File: config.mk
export PLATFORM = sky130hd
export DESIGN_NAME = irq_ctl_flat
export DESIGN_NICKNAME = d
export VERILOG_FILES = /design/src/rtl/irq_ctl_if.sv /design/src/rtl/irq_ctl.sv /design/src/flat_wrapper.sv
export SDC_FILE = /design/constraint.sdc
export NUM_CORES = 1
export LEC_CHECK = 0
export CORE_MARGIN = 4
export CORE_UTILIZATION = 46
export CTS_BUF_LIST = sky130_fd_sc_hd__clkbuf_4
export DETAILED_ROUTE_END_ITERATION = 8
export PLACE_DENSITY = 0.77
export SYNTH_ARGS = -nofsm -noshare
export SYNTH_HDL_FRONTEND = slang
export SYNTH_SLANG_ARGS = --single-unit
File: constraint.sdc
create_clock -name clk -period 1.3 [get_ports clk]
set_input_delay 0.325 -clock clk [delete_from_list [all_inputs] [get_ports clk]]
set_output_delay 0.325 -clock clk [all_outputs]
set_load 0.02 [all_outputs]
File: src/rtl/irq_ctl_if.sv
// rtl/irq_ctl_if.sv - CPU bus snoop interface between the 65C02 bus and irq_ctl
interface irq_ctl_if;
    logic [15:0] AD;
    logic [7:0]  DO;
    logic        WE;
    logic        RDY;
    logic [7:0]  RD_DATA;
    logic        SEL;

    modport master (
        output AD,
        output DO,
        output WE,
        output RDY,
        input  RD_DATA,
        input  SEL
    );

    modport slave (
        input  AD,
        input  DO,
        input  WE,
        input  RDY,
        output RD_DATA,
        output SEL
    );
endinterface

File: src/rtl/irq_ctl.sv
// rtl/irq_ctl.sv - memory-mapped IRQ/NMI controller for the 65C02; NMI path built with IRQ_CTL_NMI_EN
module irq_ctl #(
    parameter logic [15:0] BASE    = 16'hFE00,
    parameter logic [7:0]  NMI_LEN = 8'd4
) (
    input  logic        clk,
    input  logic        RST_N,
    irq_ctl_if.slave    bus,
    input  logic [7:0]  SRC,
    input  logic        NMI_SRC,
    output logic        IRQ,
    output logic        NMI
);

    localparam logic [1:0] OFF_PEND = 2'd0;
    localparam logic [1:0] OFF_ENA  = 2'd1;
    localparam logic [1:0] OFF_VEC  = 2'd2;
    localparam logic [1:0] OFF_CTRL = 2'd3;

    logic [7:0] src_s1_q, src_s2_q, src_s3_q;
    logic [7:0] pend_q, pend_d;
    logic [7:0] ena_q, ena_d;
    logic       gie_q, gie_d;
    logic [7:0] rd_data_q, rd_data_d;
    logic       sel_q, sel_d;
    logic       irq_q, irq_d;

    logic       hit;
    logic [1:0] off;
    logic       rd_stb;
    logic       wr_stb;
    logic [7:0] src_edge;
    logic [7:0] active;
    logic [7:0] vec;
    logic [7:0] rd_mux;

    assign hit      = (bus.AD[15:2] == BASE[15:2]);
    assign off      = bus.AD[1:0];
    assign rd_stb   = bus.RDY & ~bus.WE & hit;
    assign wr_stb   = bus.RDY &  bus.WE & hit;
    assign src_edge = src_s2_q & ~src_s3_q;
    assign active   = pend_q & ena_q;

    // Scan downward so the lowest active index wins.
    always_comb begin
        vec = 8'h80;
        for (int i = 7; i >= 0; i--) begin
            if (active[i]) begin
                vec = {5'b0, i[2:0]};
            end
        end
    end

    always_comb begin
        rd_mux = 8'h00;
        case (off)
            OFF_PEND: rd_mux = pend_q;
            OFF_ENA:  rd_mux = ena_q;
            OFF_VEC:  rd_mux = vec;
            OFF_CTRL: rd_mux = {gie_q, 7'b0};
            default:  rd_mux = 8'h00;
        endcase
    end

    // A new edge wins over a simultaneous write-1-to-clear of the same bit.
    always_comb begin
        pend_d    = pend_q;
        ena_d     = ena_q;
        gie_d     = gie_q;
        rd_data_d = rd_data_q;
        sel_d     = sel_q;
        if (wr_stb && off == OFF_PEND) begin
            pend_d = pend_q & ~bus.DO;
        end
        pend_d = pend_d | src_edge;
        if (wr_stb && off == OFF_ENA) begin
            ena_d = bus.DO;
        end
        if (wr_stb && off == OFF_CTRL) begin
            gie_d = bus.DO[7];
        end
        if (bus.RDY) begin
            sel_d = rd_stb;
            if (rd_stb) begin
                rd_data_d = rd_mux;
            end
        end
        irq_d = gie_q & (|active);
    end

    always_ff @(posedge clk or negedge RST_N) begin
        if (!RST_N) begin
            src_s1_q  <= 8'h00;
            src_s2_q  <= 8'h00;
            src_s3_q  <= 8'h00;
            pend_q    <= 8'h00;
            ena_q     <= 8'h00;
            gie_q     <= 1'b0;
            rd_data_q <= 8'h00;
            sel_q     <= 1'b0;
            irq_q     <= 1'b0;
        end else begin
            src_s1_q  <= SRC;
            src_s2_q  <= src_s1_q;
            src_s3_q  <= src_s2_q;
            pend_q    <= pend_d;
            ena_q     <= ena_d;
            gie_q     <= gie_d;
            rd_data_q <= rd_data_d;
            sel_q     <= sel_d;
            irq_q     <= irq_d;
        end
    end

    assign bus.RD_DATA = rd_data_q;
    assign bus.SEL     = sel_q;
    assign IRQ         = irq_q;

`ifdef IRQ_CTL_NMI_EN
    logic       nmi_s1_q, nmi_s2_q, nmi_s3_q;
    logic [7:0] nmi_cnt_q, nmi_cnt_d;
    logic       nmi_q, nmi_d;
    logic       nmi_load;

    assign nmi_load = (nmi_s2_q & ~nmi_s3_q) |
                      (wr_stb & (off == OFF_CTRL) & bus.DO[0]);

    // NMI output follows the next counter value so the pulse starts on the load edge.
    always_comb begin
        if (nmi_load) begin
            nmi_cnt_d = NMI_LEN;
        end else if (nmi_cnt_q != 8'd0) begin
            nmi_cnt_d = nmi_cnt_q - 8'd1;
        end else begin
            nmi_cnt_d = 8'd0;
        end
        nmi_d = (nmi_cnt_d != 8'd0);
    end

    always_ff @(posedge clk or negedge RST_N) begin
        if (!RST_N) begin
            nmi_s1_q  <= 1'b0;
            nmi_s2_q  <= 1'b0;
            nmi_s3_q  <= 1'b0;
            nmi_cnt_q <= 8'd0;
            nmi_q     <= 1'b0;
        end else begin
            nmi_s1_q  <= NMI_SRC;
            nmi_s2_q  <= nmi_s1_q;
            nmi_s3_q  <= nmi_s2_q;
            nmi_cnt_q <= nmi_cnt_d;
            nmi_q     <= nmi_d;
        end
    end

    assign NMI = nmi_q;
`else
    logic unused_nmi;
    assign unused_nmi = NMI_SRC ^ (|NMI_LEN);
    assign NMI        = 1'b0;
`endif

endmodule

File: src/flat_wrapper.sv
// flat-port wrapper written by rule: the top's interface ports become plain ports
module irq_ctl_flat 
#(
    parameter logic [15:0] BASE    = 16'hFE00,
    parameter logic [7:0]  NMI_LEN = 8'd4
)
  (clk, RST_N, SRC, NMI_SRC, IRQ, NMI, bus_AD, bus_DO, bus_WE, bus_RDY, bus_RD_DATA, bus_SEL);
  irq_ctl_if bus_i ();
  input  logic clk;
  input  logic RST_N;
  input  logic [7:0] SRC;
  input  logic NMI_SRC;
  output logic IRQ;
  output logic NMI;
  input wire logic [$bits(bus_i.AD)-1:0] bus_AD;
  input wire logic [$bits(bus_i.DO)-1:0] bus_DO;
  input wire logic [$bits(bus_i.WE)-1:0] bus_WE;
  input wire logic [$bits(bus_i.RDY)-1:0] bus_RDY;
  output wire logic [$bits(bus_i.RD_DATA)-1:0] bus_RD_DATA;
  output wire logic [$bits(bus_i.SEL)-1:0] bus_SEL;
  assign bus_i.AD = bus_AD;
  assign bus_i.DO = bus_DO;
  assign bus_i.WE = bus_WE;
  assign bus_i.RDY = bus_RDY;
  assign bus_RD_DATA = bus_i.RD_DATA;
  assign bus_SEL = bus_i.SEL;
  irq_ctl #(.BASE(BASE), .NMI_LEN(NMI_LEN)) u_core (.clk(clk), .RST_N(RST_N), .bus(bus_i), .SRC(SRC), .NMI_SRC(NMI_SRC), .IRQ(IRQ), .NMI(NMI));
endmodule
==> results of run 1 <==
[registers in the layout, summed over array words and instances, names as in the netlist]
name,flops
u_core.bus.RD_DATA,8
u_core.gie_q,1
u_core.pend_q,8
u_core.bus.SEL,1
u_core.src_s3_q,8
u_core.IRQ,1
u_core.ena_q,8
u_core.src_s1_q,8
u_core.src_s2_q,8
[placed cells by master (no fill, tap or decap), types with 3 or more instances in the layout]
| cell type | count |
|---|---|
| buf_4 | 42 |
| a22o_1 | 8 |
| inv_1 | 13 |
| nand2_1 | 15 |
| dlygate4sd2_1 | 5 |
| clkbuf_2 | 3 |
| o21ai_0 | 14 |
| o22ai_1 | 4 |
| mux2_4 | 8 |
| clkdlybuf4s50_1 | 16 |
| mux2_2 | 7 |
| mux2i_1 | 3 |
| buf_2 | 4 |
| buf_6 | 18 |
| nor2_1 | 3 |
| clkbuf_4 | 5 |
| dfrtp_1 | 51 |
[routing by layer]
layer | global-route usage | part of all wire | vias up
li1 | - | - | 788
met1 | 0.210 | 0.41 | 820
met2 | 0.309 | 0.50 | 58
met3 | 0.0441 | 0.074 | 10
met4 | 0.0680 | 0.020 | 0
met5 | 0 | 0 | -
[worst max-delay path, cell delays in order]
cell and delay [ns]:
buf_6 0.09, or4b_4 0.53, or4_4 0.54, nor2_8 0.12, mux2_4 0.30
[per-stage QoR]
step           TNS [ns]  utilization  power (mW)
2_1_floorplan     -6.51            -        1.73
3_3_place_gp     -21.78        0.667        1.93
3_5_place_dp     -22.64        0.667        1.94
5_1_grt           -2.89        0.708        2.81
4_1_cts           -4.47        0.676        2.70
6_report          -2.49        0.708        2.68
[power by group]
group	internal (mW)	switching (mW)
Sequential	1.62	0.0125
Combinational	0.158	0.116
Clock	0.232	0.541
Total	2.01	0.669
[layout make-up]
| type | instances | area [um2] |
|---|---|---|
| Multi-Input combinational cell | 96 | 795 |
| Timing Repair Buffer | 94 | 832 |
| Fill cell | 329 | 1270 |
| Tap cell | 52 | 65.1 |
| Clock buffer | 5 | 37.5 |
| Clock inverter | 3 | 27.5 |
| Inverter | 13 | 48.8 |
| Sequential cell | 51 | 1280 |
[final timing paths]
path	to	slack (ns)	cells past startpoint
setup / recovery	u_core.bus.RD_DATA[2]	-0.32	5
min in group asynchronous	u_core.bus.RD_DATA[7]	0.43	3
setup reg to reg	u_core.bus.RD_DATA[1]	-0.19	4
hold / removal	u_core.bus.SEL	0.22	3
max in group asynchronous	u_core.src_s1_q[5]	0.63	3
hold reg to reg	u_core.src_s2_q[1]	0.37	0
[cell families (layout without fill, tap and decap cells)]
logic type | after synthesis | after routing | synth area share
AO/OA/AOI/OAI | 37 | 37 | 0.122
buffers and inverters | 18 | 115 | 0.0343
flip-flops | 51 | 51 | 0.614
multiplexers | 18 | 18 | 0.0994
other | 1 | 1 | 0.00181
AND/OR/NAND/NOR | 40 | 40 | 0.128
[repair_timing]
| item | CTS | global route |
|---|---|---|
| endpoints found under the hold margin | 51 | 0 |
| pin swaps | 5 | 6 |
| setup endpoints to repair | 36 | 36 |
| hold buffers | 1 | 0 |
| setup buffers | 6 | 5 |
| resized for setup | 77 | 42 |
==> flow_metrics.py, run 1 <==
metrics = {
    "power_and_ir_drop": {
        "ir_drop_mv": 0.778,
        "power.density_nw_per_um2": 871,
        "p_leak_nw": 1.48,
    },
    "logic_synthesis": {
        "syn_nets": 202,
        "yosysMostFrequentCell": "dfrtp_1",
        "yosys-top-cells-area": "dfrtp_1 (61%), mux2_2 (7.0%), o21ai_0 (3.9%)",
        "seq_area_frac_synth": 0.614,
        "yosysTopAreaCell": "dfrtp_1",
        "ys_ff_latch": 51,
        "yosysWarnings": 0,
        "ys.flop_type": "dfrtp_1",
        "avgSynthCellArea_um2": 12.6,
        "postSynth.asyncResetShare": 1.00,
        "synth-edff-count": 0,
        "syn_area_um2": 2080,
        "yosys.cell_types.count": 36,
        "synth_top_cell_area_share": 0.614,
        "syn_inst": 165,
        "synth_common_cells": "dfrtp_1 (51), o21ai_0 (16), nand2_1 (15)",
    },
    "sta": {
        "rsz0062_at_grt": "yes",
        "period_needed_ns": 1.62,
        "setup_violations": 17,
        "postLayoutSetupSlackWorst_ns": -0.322,
        "whs_ns": 0.216,
        "slew_violations": 0,
        "fmax_mhz": 617,
        "finalHoldViolCount": 0,
        "clock_skew_ns": 0.00832,
        "layout_worst_path_cycle_share": 1.25,
    },
    "global_routing": {
        "grt_usage": 0.177,
        "grt_pass1_vias": 1697,
        "grt_overflow": 0,
        "grt_first_pass_wirelength_um": 7470,
        "grt_max_degree": 52,
        "antenna_found_initial": 0,
    },
    "floorplan": {
        "start_util": 0.477,
        "rows": 24,
        "die_area_um2": 5650,
        "pin_count": 48,
        "die_h_um": 75.2,
        "core_um2": 4350,
        "die_x_um": 75.2,
    },
    "route": {
        "post_drt_wl_per_cell_um": 15.1,
        "ant_nets": 0,
        "avgViaCountPerCell": 5.34,
        "num_vias": 1676,
        "drtIter0Drc": 78,
        "drc": 0,
        "dr.pass1.iters": 4,
        "wl_um": 4740,
    },
    "placed_design": {
        "place_ws_ns": -1.10,
        "hpwl_um": 3450,
        "dp.cells": 295,
        "port_buffers": 45,
        "gp_congestion": 0.896,
        "placed_cell_area_um2": 2900,
    },
    "worst_setup_path": {
        "crit_type": "input port to flip-flop",
        "crit_fanout": 3,
        "endpoint_kind": "flip-flop",
        "cp.arrival_ns": 1.91,
        "startpoint": "bus_AD[5]",
        "worstReg2RegStart": "u_core.ena_q[6]",
        "required_ns": 1.59,
        "start_kind": "input port",
    },
    "clock_tree": {
        "cts_tree": "yes",
        "clock_latency_ns": 0.38,
        "cts.sinks": 51,
        "clk_pin_slew_worst_paths_ns": 0.16,
        "cts.root.buffer_cell": "clkbuf_4",
        "numCtsBuffers": 5,
        "h-tree-depth": 2,
        "clockBufferDepth": 2,
    },
    "cells_and_area": {
        "drive_gt1_frac": 0.385,
        "final_area_um2": 3080,
        "fin_nets": 298,
        "antenna_cells": 0,
        "area_growth_pct": 48.4,
        "finalNonFillerCells": 314,
    },
    "flow_run": {
        "maxCapViolations": 0,
    },
    "worst_hold_path": {
        "holdCritPathClass": "input port to flip-flop",
        "hp-start": "bus_RDY",
    },
    "outcome": {
        "violations": "negative setup slack",
        "status": "finished with violations",
    },
}
Note: power is estimated with default switching activity, not from simulation.
==> run 2: changes to the inputs <==
- CELL_PAD_IN_SITES_DETAIL_PLACEMENT: not set -> 0
- CELL_PAD_IN_SITES_GLOBAL_PLACEMENT: not set -> 1
- CORE_UTILIZATION: 46 -> 37
- PLACE_DENSITY: 0.77 -> not set
- PLACE_DENSITY_LB_ADDON: not set -> 0.1
- RECOVER_POWER: not set -> 25
==> run 2 against run 1 <==
Net effect: the flow still finishes with violations (negative setup slack); sequential power about the same; maximum frequency down 2.1%; worst hold slack better by 0.040 ns; flip-flop and latch count unchanged; clock skew down 0.0025 ns; highest routed layer unchanged.
==> flow_metrics.py, run 2 (synthesis gave the netlist of run 1 again) <==
metrics = {
    "floorplan": {
        "pin_count": 48,
        "start_util": 0.380,
        "die_area_um2": 6880,
        "die_x_um": 82.9,
        "rows": 27,
        "core_um2": 5470,
        "die_h_um": 82.9,
    },
    "worst_setup_path": {
        "cp.arrival_ns": 1.92,
        "crit_fanout": 3,
        "cp-endpoint": "u_core.bus.RD_DATA[2]",
        "startpoint": "bus_AD[3]",
        "regToRegSetupSlack_ns": -0.21,
        "start_kind": "input port",
        "required_ns": 1.57,
        "worstReg2RegStart": "u_core.ena_q[6]",
        "worst_r2r_path_depth": 4,
        "crit_type": "input port to flip-flop",
        "reg2reg_to": "u_core.bus.RD_DATA[1]",
        "endpoint_kind": "flip-flop",
    },
    "sta": {
        "fmax_mhz": 603,
        "clock_skew_ns": 0.00582,
        "setup_violations": 18,
        "slew_violations": 0,
        "rsz0062_at_grt": "yes",
        "whs_ns": 0.256,
        "layout_worst_path_cycle_share": 1.27,
        "postLayoutSetupSlackWorst_ns": -0.357,
        "period_needed_ns": 1.66,
        "finalHoldViolCount": 0,
    },
    "power_and_ir_drop": {
        "power.density_nw_per_um2": 848,
        "ir_drop_mv": 0.627,
        "p_leak_nw": 1.50,
        "power.total_mw": 2.65,
    },
    "route": {
        "drc": 0,
        "drtIter0Drc": 52,
        "num_vias": 1655,
        "wl_um": 5090,
        "dr.pass1.iters": 4,
        "avgViaCountPerCell": 4.91,
        "ant_nets": 0,
        "post_drt_wl_per_cell_um": 15.1,
    },
    "clock_tree": {
        "cts_tree": "yes",
        "clock_latency_ns": 0.37,
        "cts.root.buffer_cell": "clkbuf_4",
        "cts.sinks": 51,
        "numCtsBuffers": 5,
        "h-tree-depth": 2,
        "clk_pin_slew_worst_paths_ns": 0.14,
        "clockBufferDepth": 2,
    },
    "placed_design": {
        "port_buffers": 45,
        "place_ws_ns": -1.09,
        "hpwl_um": 3740,
        "gp_congestion": 0.837,
    },
    "global_routing": {
        "met3_usage": 0.0417,
        "grt_max_degree": 52,
        "antenna_found_initial": 0,
        "grt_usage": 0.156,
        "grt_util_met1": 0.197,
        "grt_first_pass_wirelength_um": 8710,
        "grt_busiest_layer": "met2",
        "grt_pass1_vias": 1791,
        "grt_use_met2": 0.258,
        "grt_overflow": 0,
    },
    "flow_run": {
        "maxCapViolations": 0,
    },
    "cells_and_area": {
        "final_cell_mix": "dfrtp_1 (51), buf_4 (38), buf_2 (18)",
        "layout_commonest_cell": "dfrtp_1",
        "area_growth_pct": 50.7,
        "antenna_cells": 0,
        "fin_nets": 301,
        "fin_util": 0.572,
        "drive_gt1_frac": 0.434,
    },
    "outcome": {
        "status": "finished with violations",
        "violations": "negative setup slack",
    },
    "worst_hold_path": {
        "holdCritPathClass": "input port to flip-flop",
    },
}
run 2: worst max-delay path: stages:
cell and delay, ns:
buf_6 0.09, or4b_4 0.53, or4_4 0.54, nor2_8 0.13, mux2_4 0.30
run 2: worst min-delay path by stage:
stage / start / end / slack (ns) / depth (start not counted)
floorplan: RST_N / u_core.IRQ / 0.03 / 0
detailed placement: RST_N / u_core.bus.RD_DATA[6] / 0.34 / 2
global placement: RST_N / u_core.bus.RD_DATA[5] / 0.33 / 2
global route: bus_RDY / u_core.bus.SEL / 0.27 / 3
CTS: bus_RDY / u_core.bus.SEL / 0.25 / 3
finish: bus_RDY / u_core.bus.SEL / 0.26 / 3
run 2: where the power goes:
part	internal [mW]	switching, mW	leakage (nW)
clock network	0.240	0.491	0.0323
logic	0.159	0.126	0.866
registers	1.62	0.0127	0.605
run 2: what timing repair did:
item / 4_1_cts / 5_1_grt
hold endpoints to repair: 51 / 0
resized for setup: 128 / 17
hold buffers: 1 / 0
pin swaps: 10 / 11
setup buffers: 10 / 4
endpoints found under the setup margin: 37 / 28
cloned: 0 / 1
run 2: stage by stage:
step           cells  area [um2]  setup TNS (ns)
6_report         337        3130           -2.71
5_1_grt          337        3130           -3.66
4_1_cts          335        3060           -2.51
3_5_place_dp     316        2940          -23.25
3_3_place_gp     316        2940          -23.05
2_1_floorplan    165        2130           -6.51
run 2: routing by layer:
| layer | vias up | routed length [um] |
|---|---|---|
| met5 | - | 0 |
| met4 | 0 | 102 |
| met3 | 8 | 224 |
| met2 | 46 | 2440 |
| met1 | 806 | 2320 |
| li1 | 795 | - |
run 2: area by class of cell:
class	instances	area (um2)
Clock buffer	6	45.0
Clock inverter	2	16.3
Fill cell	512	2340
Inverter	13	48.8
Multi-Input combinational cell	96	837
Sequential cell	51	1280
Tap cell	72	90.1
Timing Repair Buffer	97	817
